## config.mk

```make
export PLATFORM = sky130hd
export DESIGN_NAME = alu_cmd_sequencer
export DESIGN_NICKNAME = d
export VERILOG_FILES = /design/src/rtl/alu_cmd_sequencer_pkg.sv /design/src/rtl/alu_cmd_sequencer_fifo.sv /design/src/rtl/alu_cmd_sequencer.sv
export SDC_FILE = /design/constraint.sdc
export NUM_CORES = 1
export LEC_CHECK = 0
export ABC_AREA = 1
export CORE_ASPECT_RATIO = 1.25
export CORE_MARGIN = 4
export CORE_UTILIZATION = 55
export DETAILED_ROUTE_END_ITERATION = 10
export GPL_TIMING_DRIVEN = 1
export HOLD_SLACK_MARGIN = 0.02
export PLACE_DENSITY = 0.91
export SLEW_MARGIN = 5
export SYNTH_ARGS = -nofsm -noshare
export SYNTH_HDL_FRONTEND = slang
export SYNTH_SLANG_ARGS = --single-unit
```

## constraint.sdc

```tcl
create_clock -name clk -period 4.8 [get_ports clk]
set_clock_uncertainty 0.1 [all_clocks]
set_input_delay 0.72 -clock clk [delete_from_list [all_inputs] [get_ports clk]]
set_output_delay 0.72 -clock clk [all_outputs]
set_load 0.1 [all_outputs]
```

## src/rtl/alu_cmd_sequencer_pkg.sv

```systemverilog
// -----------------------------------------------------------------------------
// alu_pkg
// Shared definitions for the ALU command sequencer:
//   - ALU select/opcode width and the ADD..XOR opcode encodings
//   - operand (8-bit) and result (16-bit) widths
//   - the sequencer FSM state type (IDLE, EXEC, RESP)
//   - op_has_carry(): which opcodes produce a meaningful ALU carry
// -----------------------------------------------------------------------------
package alu_pkg;

    localparam int OP_W   = 4;
    localparam int DATA_W = 8;
    localparam int RES_W  = 16;

    localparam logic [OP_W-1:0] OP_ADD  = 4'd0;
    localparam logic [OP_W-1:0] OP_SUB  = 4'd1;
    localparam logic [OP_W-1:0] OP_MUL  = 4'd2;
    localparam logic [OP_W-1:0] OP_AND  = 4'd3;
    localparam logic [OP_W-1:0] OP_OR   = 4'd4;
    localparam logic [OP_W-1:0] OP_NAND = 4'd5;
    localparam logic [OP_W-1:0] OP_NOR  = 4'd6;
    localparam logic [OP_W-1:0] OP_XOR  = 4'd7;

    typedef enum logic [1:0] {
        IDLE = 2'd0,
        EXEC = 2'd1,
        RESP = 2'd2
    } state_t;

    // The ALU only drives its carry output for add and subtract; for every
    // other select it holds whatever it had before, so it must be masked.
    function automatic logic op_has_carry(input logic [OP_W-1:0] op);
        return (op == OP_ADD) || (op == OP_SUB);
    endfunction

endpackage

```

## src/rtl/alu_cmd_sequencer_fifo.sv

```systemverilog
// -----------------------------------------------------------------------------
// alu_cmd_fifo
// Small synchronous FIFO holding queued ALU commands ({use_acc, op, b, a}).
// The head entry is visible combinationally on pop_data so the sequencer can
// pop and register the command in the same cycle.
//
// Parameters:
//   DEPTH  number of entries (power of 2, >= 2)
//   WIDTH  entry width in bits
// Ports:
//   clk        clock, rising edge
//   rst_n      asynchronous active-low reset (empties the FIFO)
//   push       write push_data at the tail (ignored when full unless popping)
//   push_data  entry to write
//   pop        remove the head entry (ignored when empty)
//   pop_data   current head entry
//   full       count == DEPTH
//   empty      count == 0
//   count      number of valid entries
// -----------------------------------------------------------------------------
module alu_cmd_fifo #(
    parameter int DEPTH = 4,
    parameter int WIDTH = 21
) (
    input  logic                       clk,
    input  logic                       rst_n,
    input  logic                       push,
    input  logic [WIDTH-1:0]           push_data,
    input  logic                       pop,
    output logic [WIDTH-1:0]           pop_data,
    output logic                       full,
    output logic                       empty,
    output logic [$clog2(DEPTH):0]     count
);

    localparam int AW = $clog2(DEPTH);
    localparam int CW = AW + 1;

    logic [WIDTH-1:0] r_mem [DEPTH];
    logic [AW-1:0]    r_wr_ptr;
    logic [AW-1:0]    r_rd_ptr;
    logic [CW-1:0]    r_count;

    logic w_do_push;
    logic w_do_pop;

    assign full     = (r_count == CW'(DEPTH));
    assign empty    = (r_count == '0);
    assign count    = r_count;
    assign pop_data = r_mem[r_rd_ptr];

    // A push into a full FIFO is legal when the head leaves in the same cycle.
    assign w_do_pop  = pop & ~empty;
    assign w_do_push = push & (~full | w_do_pop);

    // Storage carries no reset; validity is tracked by the pointers/count.
    always_ff @(posedge clk) begin
        if (w_do_push) begin
            r_mem[r_wr_ptr] <= push_data;
        end
    end

    // Pointers are exactly AW bits wide, so they wrap modulo DEPTH naturally.
    always_ff @(posedge clk or negedge rst_n) begin
        if (!rst_n) begin
            r_wr_ptr <= '0;
            r_rd_ptr <= '0;
            r_count  <= '0;
        end else begin
            if (w_do_push) begin
                r_wr_ptr <= r_wr_ptr + 1'b1;
            end
            if (w_do_pop) begin
                r_rd_ptr <= r_rd_ptr + 1'b1;
            end
            case ({w_do_push, w_do_pop})
                2'b10:   r_count <= r_count + 1'b1;
                2'b01:   r_count <= r_count - 1'b1;
                default: r_count <= r_count;
            endcase
        end
    end

endmodule

```

## src/rtl/alu_cmd_sequencer.sv

```systemverilog
// -----------------------------------------------------------------------------
// alu_cmd_sequencer
// Initiator-side controller for the 8-bit combinational ALU. Commands arrive
// on a valid/ready stream into a FIFO, are issued one at a time to the ALU,
// and the captured result/flags are returned on a valid/ready response stream.
// A command with use_acc set takes operand A from the low byte of the
// previous result.
//
// Optional feature (macro ALU_CMD_SEQ_ERR_EN):
//   defined   - opcodes with the top select bit set are not issued; they
//               produce an immediate error response (rsp_err=1, zero result
//               and flags) and leave acc and the alu_* outputs untouched.
//   undefined - rsp_err is tied low and every opcode is forwarded as-is.
//
// Parameters:
//   FIFO_DEPTH  command FIFO entries (power of 2, >= 2)
//   OP_W        select/opcode width (matches the ALU select port)
// Ports:
//   clk, rst_n                       clock / asynchronous active-low reset
//   cmd_valid, cmd_ready             command handshake (ready = FIFO not full)
//   cmd_op, cmd_a, cmd_b, cmd_use_acc command fields
//   alu_a, alu_b, alu_select         registered drive into the ALU
//   alu_result, alu_carry, alu_zflag ALU outputs
//   rsp_valid, rsp_ready             response handshake
//   rsp_result, rsp_carry, rsp_zflag captured ALU outputs
//   rsp_err                          illegal-opcode response (feature only)
//   busy                             FIFO non-empty or FSM not IDLE
// -----------------------------------------------------------------------------
module alu_cmd_sequencer #(
    parameter int FIFO_DEPTH = 4,
    parameter int OP_W       = alu_pkg::OP_W
) (
    input  logic                        clk,
    input  logic                        rst_n,
    input  logic                        cmd_valid,
    output logic                        cmd_ready,
    input  logic [OP_W-1:0]             cmd_op,
    input  logic [alu_pkg::DATA_W-1:0]  cmd_a,
    input  logic [alu_pkg::DATA_W-1:0]  cmd_b,
    input  logic                        cmd_use_acc,
    output logic [alu_pkg::DATA_W-1:0]  alu_a,
    output logic [alu_pkg::DATA_W-1:0]  alu_b,
    output logic [OP_W-1:0]             alu_select,
    input  logic [alu_pkg::RES_W-1:0]   alu_result,
    input  logic                        alu_carry,
    input  logic                        alu_zflag,
    output logic                        rsp_valid,
    input  logic                        rsp_ready,
    output logic [alu_pkg::RES_W-1:0]   rsp_result,
    output logic                        rsp_carry,
    output logic                        rsp_zflag,
    output logic                        rsp_err,
    output logic                        busy
);

    import alu_pkg::*;

    localparam int CMD_W = 1 + OP_W + 2 * DATA_W;
    localparam int CNT_W = $clog2(FIFO_DEPTH) + 1;

    state_t             r_state;
    logic               r_rdy;
    logic [DATA_W-1:0]  r_alu_a;
    logic [DATA_W-1:0]  r_alu_b;
    logic [OP_W-1:0]    r_alu_select;
    // Only the low byte of the previous result is ever fed back as operand A,
    // so that is all the accumulator keeps.
    logic [DATA_W-1:0]  r_acc;
    logic               r_rsp_valid;
    logic [RES_W-1:0]   r_rsp_result;
    logic               r_rsp_carry;
    logic               r_rsp_zflag;
`ifdef ALU_CMD_SEQ_ERR_EN
    logic               r_rsp_err;
`endif

    logic               w_push;
    logic               w_pop;
    logic               w_full;
    logic               w_empty;
    logic [CNT_W-1:0]   w_count;
    logic [CMD_W-1:0]   w_cmd_in;
    logic [CMD_W-1:0]   w_head;
    logic               w_head_use_acc;
    logic [OP_W-1:0]    w_head_op;
    logic [DATA_W-1:0]  w_head_a;
    logic [DATA_W-1:0]  w_head_b;
    logic [DATA_W-1:0]  w_issue_a;
    logic               w_can_load;

    // r_rdy is cleared by reset and set on the first clock after release, so
    // no command is accepted while rst_n is low.
    assign cmd_ready = r_rdy & ~w_full;
    assign w_push    = cmd_valid & cmd_ready;
    assign w_cmd_in  = {cmd_use_acc, cmd_op, cmd_b, cmd_a};

    assign {w_head_use_acc, w_head_op, w_head_b, w_head_a} = w_head;
    assign w_issue_a = w_head_use_acc ? r_acc : w_head_a;

    // The FSM may take the next command from IDLE, or from RESP in the cycle
    // the current response is handed off. Any non-EXEC/RESP encoding behaves
    // like IDLE so the machine cannot lock up.
    assign w_can_load = (r_state != EXEC) && ((r_state != RESP) || rsp_ready);
    assign w_pop      = w_can_load & ~w_empty;

    alu_cmd_fifo #(
        .DEPTH (FIFO_DEPTH),
        .WIDTH (CMD_W)
    ) u_fifo (
        .clk       (clk),
        .rst_n     (rst_n),
        .push      (w_push),
        .push_data (w_cmd_in),
        .pop       (w_pop),
        .pop_data  (w_head),
        .full      (w_full),
        .empty     (w_empty),
        .count     (w_count)
    );

    always_ff @(posedge clk or negedge rst_n) begin
        if (!rst_n) begin
            r_state      <= IDLE;
            r_rdy        <= 1'b0;
            r_alu_a      <= '0;
            r_alu_b      <= '0;
            r_alu_select <= '0;
            r_acc        <= '0;
            r_rsp_valid  <= 1'b0;
            r_rsp_result <= '0;
            r_rsp_carry  <= 1'b0;
            r_rsp_zflag  <= 1'b0;
`ifdef ALU_CMD_SEQ_ERR_EN
            r_rsp_err    <= 1'b0;
`endif
        end else begin
            r_rdy <= 1'b1;
            case (r_state)
                EXEC: begin
                    // ALU inputs were registered last cycle; its outputs have
                    // settled and are captured here.
                    r_rsp_result <= alu_result;
                    r_rsp_zflag  <= alu_zflag;
                    r_rsp_carry  <= op_has_carry(r_alu_select) ? alu_carry : 1'b0;
                    r_acc        <= alu_result[DATA_W-1:0];
                    r_rsp_valid  <= 1'b1;
`ifdef ALU_CMD_SEQ_ERR_EN
                    r_rsp_err    <= 1'b0;
`endif
                    r_state      <= RESP;
                end
                default: begin
                    if (w_can_load) begin
                        r_rsp_valid <= 1'b0;
                        if (!w_empty) begin
`ifdef ALU_CMD_SEQ_ERR_EN
                            if (w_head_op[OP_W-1]) begin
                                // Illegal opcode: answer immediately without
                                // touching the ALU drive or the accumulator.
                                r_rsp_valid  <= 1'b1;
                                r_rsp_result <= '0;
                                r_rsp_carry  <= 1'b0;
                                r_rsp_zflag  <= 1'b0;
                                r_rsp_err    <= 1'b1;
                                r_state      <= RESP;
                            end else
`endif
                            begin
                                r_alu_a      <= w_issue_a;
                                r_alu_b      <= w_head_b;
                                r_alu_select <= w_head_op;
                                r_state      <= EXEC;
                            end
                        end else begin
                            r_state <= IDLE;
                        end
                    end
                end
            endcase
        end
    end

    assign alu_a      = r_alu_a;
    assign alu_b      = r_alu_b;
    assign alu_select = r_alu_select;
    assign rsp_valid  = r_rsp_valid;
    assign rsp_result = r_rsp_result;
    assign rsp_carry  = r_rsp_carry;
    assign rsp_zflag  = r_rsp_zflag;
`ifdef ALU_CMD_SEQ_ERR_EN
    assign rsp_err    = r_rsp_err;
`else
    assign rsp_err    = 1'b0;
`endif
    assign busy       = (w_count != '0) || (r_state != IDLE);

endmodule
```

# Word-level counts from Yosys, hierarchy flattened
# Memories as Yosys holds them, arrays and structs flattened.
# Cells that the tools add are included.
[op_classes]
muxes = 10
eq_ne = 7
addsub = 4
bitwise = 9
reduce_logical = 11
[op_table]
columns = ["cell", "n"]
rows = [
  ["$mux W8", 1],
  ["$mux W1", 6],
  ["$pmux W3 S2", 1],
  ["$reduce_bool A2 Y1", 3],
  ["$and A1 B1 Y1", 5],
  ["$add A2 B1 Y2 const B", 2],
  ["$eq A2 B1 Y1 const B", 2],
  ["$eq A4 B1 Y1 const B", 1],
  ["$logic_not A4 Y1", 1],
  ["$mux W2", 2],
  ["$add A3 B1 Y3 const B", 1],
  ["$eq A3 B3 Y1 const B", 1],
  ["$logic_not A3 Y1", 1],
  ["$logic_or A1 B1 Y1", 3],
  ["$not A1 Y1", 3],
  ["$reduce_and A3 Y1", 1],
  ["$reduce_bool A3 Y1", 1],
  ["$sub A3 B1 Y3 const B", 1],
  ["$eq A2 B2 Y1 const B", 1],
  ["$ne A2 B1 Y1 const B", 1],
  ["$ne A2 B2 Y1 const B", 1],
  ["$logic_and A1 B1 Y1", 1],
  ["$or A1 B1 Y1", 1],
]
[word_totals]
elab_cells = 55
mem_bits_rw = 84
reg_bits = 57
inputBits = 43
output_inout_bits = 42
memories = 1
[mem_list]
columns = ["memory", "words", "word_bits", "read_ports", "rd_clocked_by_memory_dff", "wr", "line", "source"]
rows = [
  ["u_fifo.r_mem", 4, 21, 1, 0, 1, "alu_cmd_sequencer_fifo.sv:39", "logic [WIDTH-1:0] r_mem [DEPTH];"],
]

# Logic depth before layout (Yosys ltp)
[depth]
word_depth = 9
depth_mapped = 11
depth_no_buf = 10

# Cells and area by module
# A second synthesis with hierarchy kept.
[hier_totals]
hier_cells = 497
area_unflattened_um2 = 5465.2
[modules_own_cells]
columns = ["module", "area_per_inst_um2", "instances", "cells_per_inst"]
rows = [
  ["alu_cmd_fifo", 3683.5, 1, 287],
  ["alu_cmd_sequencer", 1781.7, 1, 210],
]

# Worst setup path after synthesis
# Ideal clock, no wire load.
[synth_timing]
path_type = "reg-to-reg"
from = "register r_state[1]"
to = "register u_fifo.r_count[2], in the netlist u_fifo.count[2]"
arrival_ps = 2449
path_buffers = 1
period_less_slack_ps = 2680
path_stages_with_launch = 12
setup_slack_ps = 2120
cell_sequence = "dfrtp_1 inv_2 nor2_1 nand2_1 nand3_2 inv_2 buf_4 ha_1 fa_1 a21oi_1 o21ai_0 xor2_1"
[synth_between]
elab_chain_cells = 9
word_cells_on_any_way = 12
cone_classes = "eq/ne (4); mux (1); bitwise (4); reduce/logical (3)"
[synth_lines]
columns = ["item", "line", "source"]
rows = [
  ["start, declared", "alu_cmd_sequencer.sv:61", "state_t r_state;"],
  ["start signal, assigned", "alu_cmd_sequencer.sv:123", "r_state <= IDLE;"],
  ["start signal, assigned", "alu_cmd_sequencer.sv:150", "r_state <= RESP;"],
  ["start signal, assigned", "alu_cmd_sequencer.sv:172", "r_state <= EXEC;"],
  ["$ne A2 B2 Y1", "alu_cmd_sequencer.sv:103", "assign w_can_load = (r_state != EXEC) && ((r_state != RESP) || rsp_ready);"],
  ["$logic_or A1 B1 Y1", "alu_cmd_sequencer.sv:103", ""],
  ["$logic_and A1 B1 Y1 *", "alu_cmd_sequencer.sv:103", ""],
  ["$and A1 B1 Y1 *", "alu_cmd_sequencer.sv:104", "assign w_pop = w_can_load & ~w_empty;"],
  ["$and A1 B1 Y1 *", "alu_cmd_sequencer_fifo.sv:53", "assign w_do_pop = pop & ~empty;"],
  ["net u_fifo.w_do_pop", "alu_cmd_sequencer_fifo.sv:45", "logic w_do_pop;"],
  ["$or A1 B1 Y1", "alu_cmd_sequencer_fifo.sv:54", "assign w_do_push = push & (~full | w_do_pop);"],
  ["$and A1 B1 Y1", "alu_cmd_sequencer_fifo.sv:54", ""],
  ["$eq A2 B1 Y1 or $eq A2 B2 Y1 (tied branches)", "alu_cmd_sequencer_fifo.sv:76", "case ({w_do_push, w_do_pop})"],
  ["$pmux W3 S2 or $reduce_bool A2 Y1 (tied branches)", "n/a", ""],
  ["end signal, assigned", "alu_cmd_sequencer_fifo.sv:77", "2'b10: r_count <= r_count + 1'b1;"],
  ["end signal, assigned", "alu_cmd_sequencer_fifo.sv:78", "2'b01: r_count <= r_count - 1'b1;"],
  ["end signal, assigned", "alu_cmd_sequencer_fifo.sv:79", "default: r_count <= r_count;"],
  ["end, declared", "alu_cmd_sequencer_fifo.sv:42", "logic [CW-1:0] r_count;"],
]
# The timed path passes the listed nets; every way through them passes the cells marked *.
# A chain may end at the register's enable or synchronous reset.

# Worst setup path after layout
[layout_timing]
from = "register u_fifo.r_count[0], in the netlist u_fifo.count[0]"
to = "output port cmd_ready"
[layout_between]
elab_chain_cells = 3
[layout_lines]
columns = ["item", "line", "source"]
rows = [
  ["$eq A3 B3 Y1", "alu_cmd_sequencer_fifo.sv:47", "assign full = (r_count == CW'(DEPTH));"],
  ["$not A1 Y1", "alu_cmd_sequencer.sv:93", "assign cmd_ready = r_rdy & ~w_full;"],
  ["$and A1 B1 Y1", "alu_cmd_sequencer.sv:93", ""],
  ["end, declared", "alu_cmd_sequencer.sv:36", "output logic cmd_ready,"],
]
# No other way between the ends.

==> flow_summary.html <==
<table>
<tr><th>Metric</th><th>Value</th></tr>
<tr><th colspan="2">Run status</th></tr>
<tr><td>Status</td><td>completed</td></tr>
<tr><th colspan="2">Synthesis</th></tr>
<tr><td>Synth async-reset ratio</td><td>0.364</td></tr>
<tr><td>Leading register cell type out of synthesis</td><td>sky130_fd_sc_hd__edfxtp_1</td></tr>
<tr><td>Synthesized netlist cell count</td><td>472</td></tr>
<tr><td>Count of yosys warnings during synthesis</td><td>0</td></tr>
<tr><td>Fraction of synthesized cell area taken by the top area cell type</td><td>0.477</td></tr>
<tr><td>Post-synthesis sequential area ratio</td><td>0.704</td></tr>
<tr><td>Leading post-synthesis cells by cell area</td><td>sky130_fd_sc_hd__edfxtp_1, sky130_fd_sc_hd__dfrtp_1, sky130_fd_sc_hd__nand2_1, sky130_fd_sc_hd__nand3_1, sky130_fd_sc_hd__nor2_1</td></tr>
<tr><td>Post-synthesis net count</td><td>521</td></tr>
<tr><td>Area of the mapped netlist</td><td>0.00529 mm2</td></tr>
<tr><td>Average footprint of a synthesized cell</td><td>11.2 um2</td></tr>
<tr><td>Synth cell types</td><td>25</td></tr>
<tr><td>Count of state elements after synthesis</td><td>132</td></tr>
<tr><td>Library cell occupying the most area in the post-synthesis netlist</td><td>sky130_fd_sc_hd__edfxtp_1</td></tr>
<tr><td>Number of enable-type register cells in the synthesized netlist</td><td>84</td></tr>
<tr><th colspan="2">CTS</th></tr>
<tr><td>Root Driver</td><td>sky130_fd_sc_hd__clkbuf_16</td></tr>
<tr><td>Clock insertion delay at the later pin of the skew report</td><td>420 ps</td></tr>
<tr><td>CTS sink cnt</td><td>132</td></tr>
<tr><td>Number of buffers created by CTS</td><td>17</td></tr>
<tr><td>Setup Fix Bufs, Post-CTS</td><td>0</td></tr>
<tr><td>Clock tree from TritonCTS</td><td>built</td></tr>
<tr><td>Hold-fix buffers, CTS</td><td>0</td></tr>
<tr><td>Bufs on Longest Clock Path</td><td>2</td></tr>
<tr><td>Worst-path clk slew</td><td>50 ps</td></tr>
<tr><td>H-tree Lvls</td><td>4</td></tr>
<tr><td>Number of gates resized after CTS</td><td>0</td></tr>
<tr><th colspan="2">Layout</th></tr>
<tr><td>Share of cells above drive strength 1</td><td>0.0864</td></tr>
<tr><td>Area growth, synth to finish</td><td>27.4%</td></tr>
<tr><td>Finished Layout Cells</td><td>690</td></tr>
<tr><td>Number of antenna diodes</td><td>0</td></tr>
<tr><td>Multi-input gate area in the final layout</td><td>0.00135 mm2</td></tr>
<tr><td>Filler Cells Inserted</td><td>550</td></tr>
<tr><td>Net count reported at finish</td><td>603</td></tr>
<tr><td>Sequential standard cell area</td><td>0.00372 mm2</td></tr>
<tr><th colspan="2">Drt</th></tr>
<tr><td>Drt wl/cell</td><td>16.3 um</td></tr>
<tr><td>Final wirelength</td><td>11200 um</td></tr>
<tr><td>First-iteration detailed-routing DRC count</td><td>301</td></tr>
<tr><td>Count of nets left with antenna violations after detail routing</td><td>0</td></tr>
<tr><td>Vias</td><td>3652</td></tr>
<tr><td>Via density per instance</td><td>5.29</td></tr>
<tr><td>Count of unresolved DRC violations after routing</td><td>0</td></tr>
<tr><td>Detailed-router iteration count before antenna repair</td><td>6</td></tr>
<tr><th colspan="2">Floorplanning</th></tr>
<tr><td>Chip width</td><td>95.7 um</td></tr>
<tr><td>Vert. Die Dim</td><td>118 um</td></tr>
<tr><td>I/O pin count</td><td>85</td></tr>
<tr><td>Placeable core area</td><td>0.00927 mm2</td></tr>
<tr><td>Cell row count</td><td>39</td></tr>
<tr><td>Die Outline Area</td><td>0.0113 mm2</td></tr>
<tr><td>Initial Utilization</td><td>0.571</td></tr>
<tr><th colspan="2">Global route</th></tr>
<tr><td>Pin count of the biggest net entering global routing</td><td>49</td></tr>
<tr><td>Antenna violations before repair</td><td>0</td></tr>
<tr><td>Vias in the first global route</td><td>3736</td></tr>
<tr><td>Wire length of the first global-routing pass</td><td>17900 um</td></tr>
<tr><td>Total Routing Usage GR</td><td>0.214</td></tr>
<tr><td>GRT Residual Overflow</td><td>0</td></tr>
<tr><th colspan="2">Min path</th></tr>
<tr><td>Worst Hold Class</td><td>in -&gt; async</td></tr>
<tr><th colspan="2">STA</th></tr>
<tr><td>RSZ-0062 raised after global routing</td><td>false</td></tr>
<tr><td>Count of final max-slew check failures</td><td>0</td></tr>
<tr><td>Transition time at the pin with the least slew margin</td><td>1210 ps</td></tr>
<tr><td>Maximum clock frequency</td><td>322 MHz</td></tr>
<tr><td>Tightest slew margin relative to the limit</td><td>0.192</td></tr>
<tr><td>Post-Route Setup TNS</td><td>0 ps</td></tr>
<tr><td>Setup violations, final</td><td>0</td></tr>
<tr><td>Final period util</td><td>0.647</td></tr>
<tr><td>Tmin final</td><td>3100 ps</td></tr>
<tr><td>Final hold vios</td><td>0</td></tr>
<tr><th colspan="2">Critical path</th></tr>
<tr><td>Critical Path Start Type</td><td>flop</td></tr>
<tr><td>FF-to-FF Start</td><td>r_state[1]$_DFFE_PN0P_</td></tr>
<tr><td>Arrival time of data at the critical path endpoint</td><td>2280 ps</td></tr>
<tr><td>Worst-path maximum fanout</td><td>3</td></tr>
<tr><td>Critical path class</td><td>reg -&gt; out</td></tr>
<tr><td>Crit end category</td><td>primary output</td></tr>
<tr><td>Critical R2R Capture</td><td>u_fifo.count[2]$_DFFE_PN0P_</td></tr>
<tr><td>Register-to-Register Path Depth</td><td>9</td></tr>
<tr><td>Setup slack on the worst flop-to-flop path</td><td>2200 ps</td></tr>
<tr><td>Required time reported for the critical path endpoint</td><td>3980 ps</td></tr>
<tr><th colspan="2">Place</th></tr>
<tr><td>Global placement routability congestion</td><td>0.858</td></tr>
<tr><td>Total instance count after detailed placement</td><td>658</td></tr>
<tr><td>Number of buffers inserted by port buffering</td><td>83</td></tr>
<tr><td>HPWL reported at the end of detailed placement</td><td>7040 um</td></tr>
<tr><th colspan="2">Flow run</th></tr>
<tr><td>Number of violations of the max-capacitance limit</td><td>0</td></tr>
</table>
-- cell type report --
type,count,share of cell area
Inverter,25,0.0143
Multi-Input combinational cell,294,0.200
Timing Repair Buffer,84,0.124
Clock inverter,11,0.0137
Clock buffer,21,0.0731
Tap cell,123,0.0228
Sequential cell,132,0.552
-- synth_stat cells (4+ instances only) --
library cell,instances
sky130_fd_sc_hd__nor2_1,46
sky130_fd_sc_hd__o21ai_0,30
sky130_fd_sc_hd__inv_1,20
sky130_fd_sc_hd__nand3_1,36
sky130_fd_sc_hd__edfxtp_1,84
sky130_fd_sc_hd__ha_1,5
sky130_fd_sc_hd__nand2_1,142
sky130_fd_sc_hd__o21ai_1,17
sky130_fd_sc_hd__dfrtp_1,48
sky130_fd_sc_hd__inv_2,4
sky130_fd_sc_hd__buf_4,6
sky130_fd_sc_hd__buf_2,12
-- metrics by stage --
stage | hold slack [ps] | utilization | setup WS [ps] | cell area, um2
2_1_floorplan | 324 | - | 2120 | 5290
3_3_place_gp | 361 | 0.664 | 1630 | 6160
3_5_place_dp | 367 | 0.664 | 1550 | 6160
4_1_cts | 383 | 0.727 | 1670 | 6740
5_1_grt | 394 | 0.727 | 1610 | 6740
6_report | 380 | 0.727 | 1700 | 6740
-- registers in the layout, summed over array words and instances (netlist names) --
signal / count
r_acc: 7
alu_select: 4
alu_b: 8
r_rdy: 1
u_fifo.count: 3
rsp_carry: 1
r_state: 2
rsp_zflag: 1
u_fifo.r_mem: 84
u_fifo.r_rd_ptr: 2
rsp_result: 9
alu_a: 8
u_fifo.r_wr_ptr: 2
-- cell usage in the layout, fill, tap and decap left out, types with 4 or more instances in the layout --
master,Yosys,routed
sky130_fd_sc_hd__nor2_1,46,42
sky130_fd_sc_hd__clkdlybuf4s50_1,0,82
sky130_fd_sc_hd__clkbuf_16,0,19
sky130_fd_sc_hd__o21ai_0,30,30
sky130_fd_sc_hd__edfxtp_1,84,84
sky130_fd_sc_hd__o21ai_1,17,17
sky130_fd_sc_hd__ha_1,5,5
sky130_fd_sc_hd__nand2_1,142,142
sky130_fd_sc_hd__dfrtp_1,48,48
sky130_fd_sc_hd__inv_2,4,4
sky130_fd_sc_hd__inv_1,20,20
sky130_fd_sc_hd__nand3_1,36,36
sky130_fd_sc_hd__nor2_2,0,4
sky130_fd_sc_hd__inv_4,1,6
-- cell families after synthesis --
logic type               synth area share
AND/OR/NAND/NOR                     0.182
flip-flops                          0.704
AO/OA/AOI/OAI                      0.0473
buffers and inverters              0.0430
adder cells (fa/ha/maj)            0.0156
XOR/XNOR                          0.00662
other                             0.00142
-- critical path, stage by stage, from the launching register on --
cell and delay (ps):
sky130_fd_sc_hd__dfrtp_1 420, sky130_fd_sc_hd__inv_1 80, sky130_fd_sc_hd__nand3_1 110, sky130_fd_sc_hd__and2_1 130, sky130_fd_sc_hd__clkdlybuf4s50_1 1120
-- per-layer routing --
metal / up-vias / track usage / wire (um)
met4: 0 / 0.107 / 342
met5: - / 0 / 0
li1: 1731 / - / -
met2: 186 / 0.348 / 5770
met1: 1707 / 0.242 / 4180
met3: 28 / 0.0786 / 948
-- how the worst max path moves through the flow --
stage / slack [ps] / endpoint / startpoint / cells past startpoint
floorplan: 2120 / u_fifo.count[2]$_DFFE_PN0P_ / r_state[1]$_DFFE_PN0P_ / 11
global placement: 1630 / u_fifo.count[2]$_DFFE_PN0P_ / rsp_ready / 10
detailed placement: 1550 / u_fifo.count[2]$_DFFE_PN0P_ / rsp_ready / 10
CTS: 1670 / cmd_ready / u_fifo.count[0]$_DFFE_PN0P_ / 4
global route: 1610 / cmd_ready / u_fifo.count[0]$_DFFE_PN0P_ / 4
finish: 1700 / cmd_ready / u_fifo.count[0]$_DFFE_PN0P_ / 4
Power is left out: the tool's default activity adds up to more than one toggle a clock period on the data nets, which glitch-free logic cannot reach.
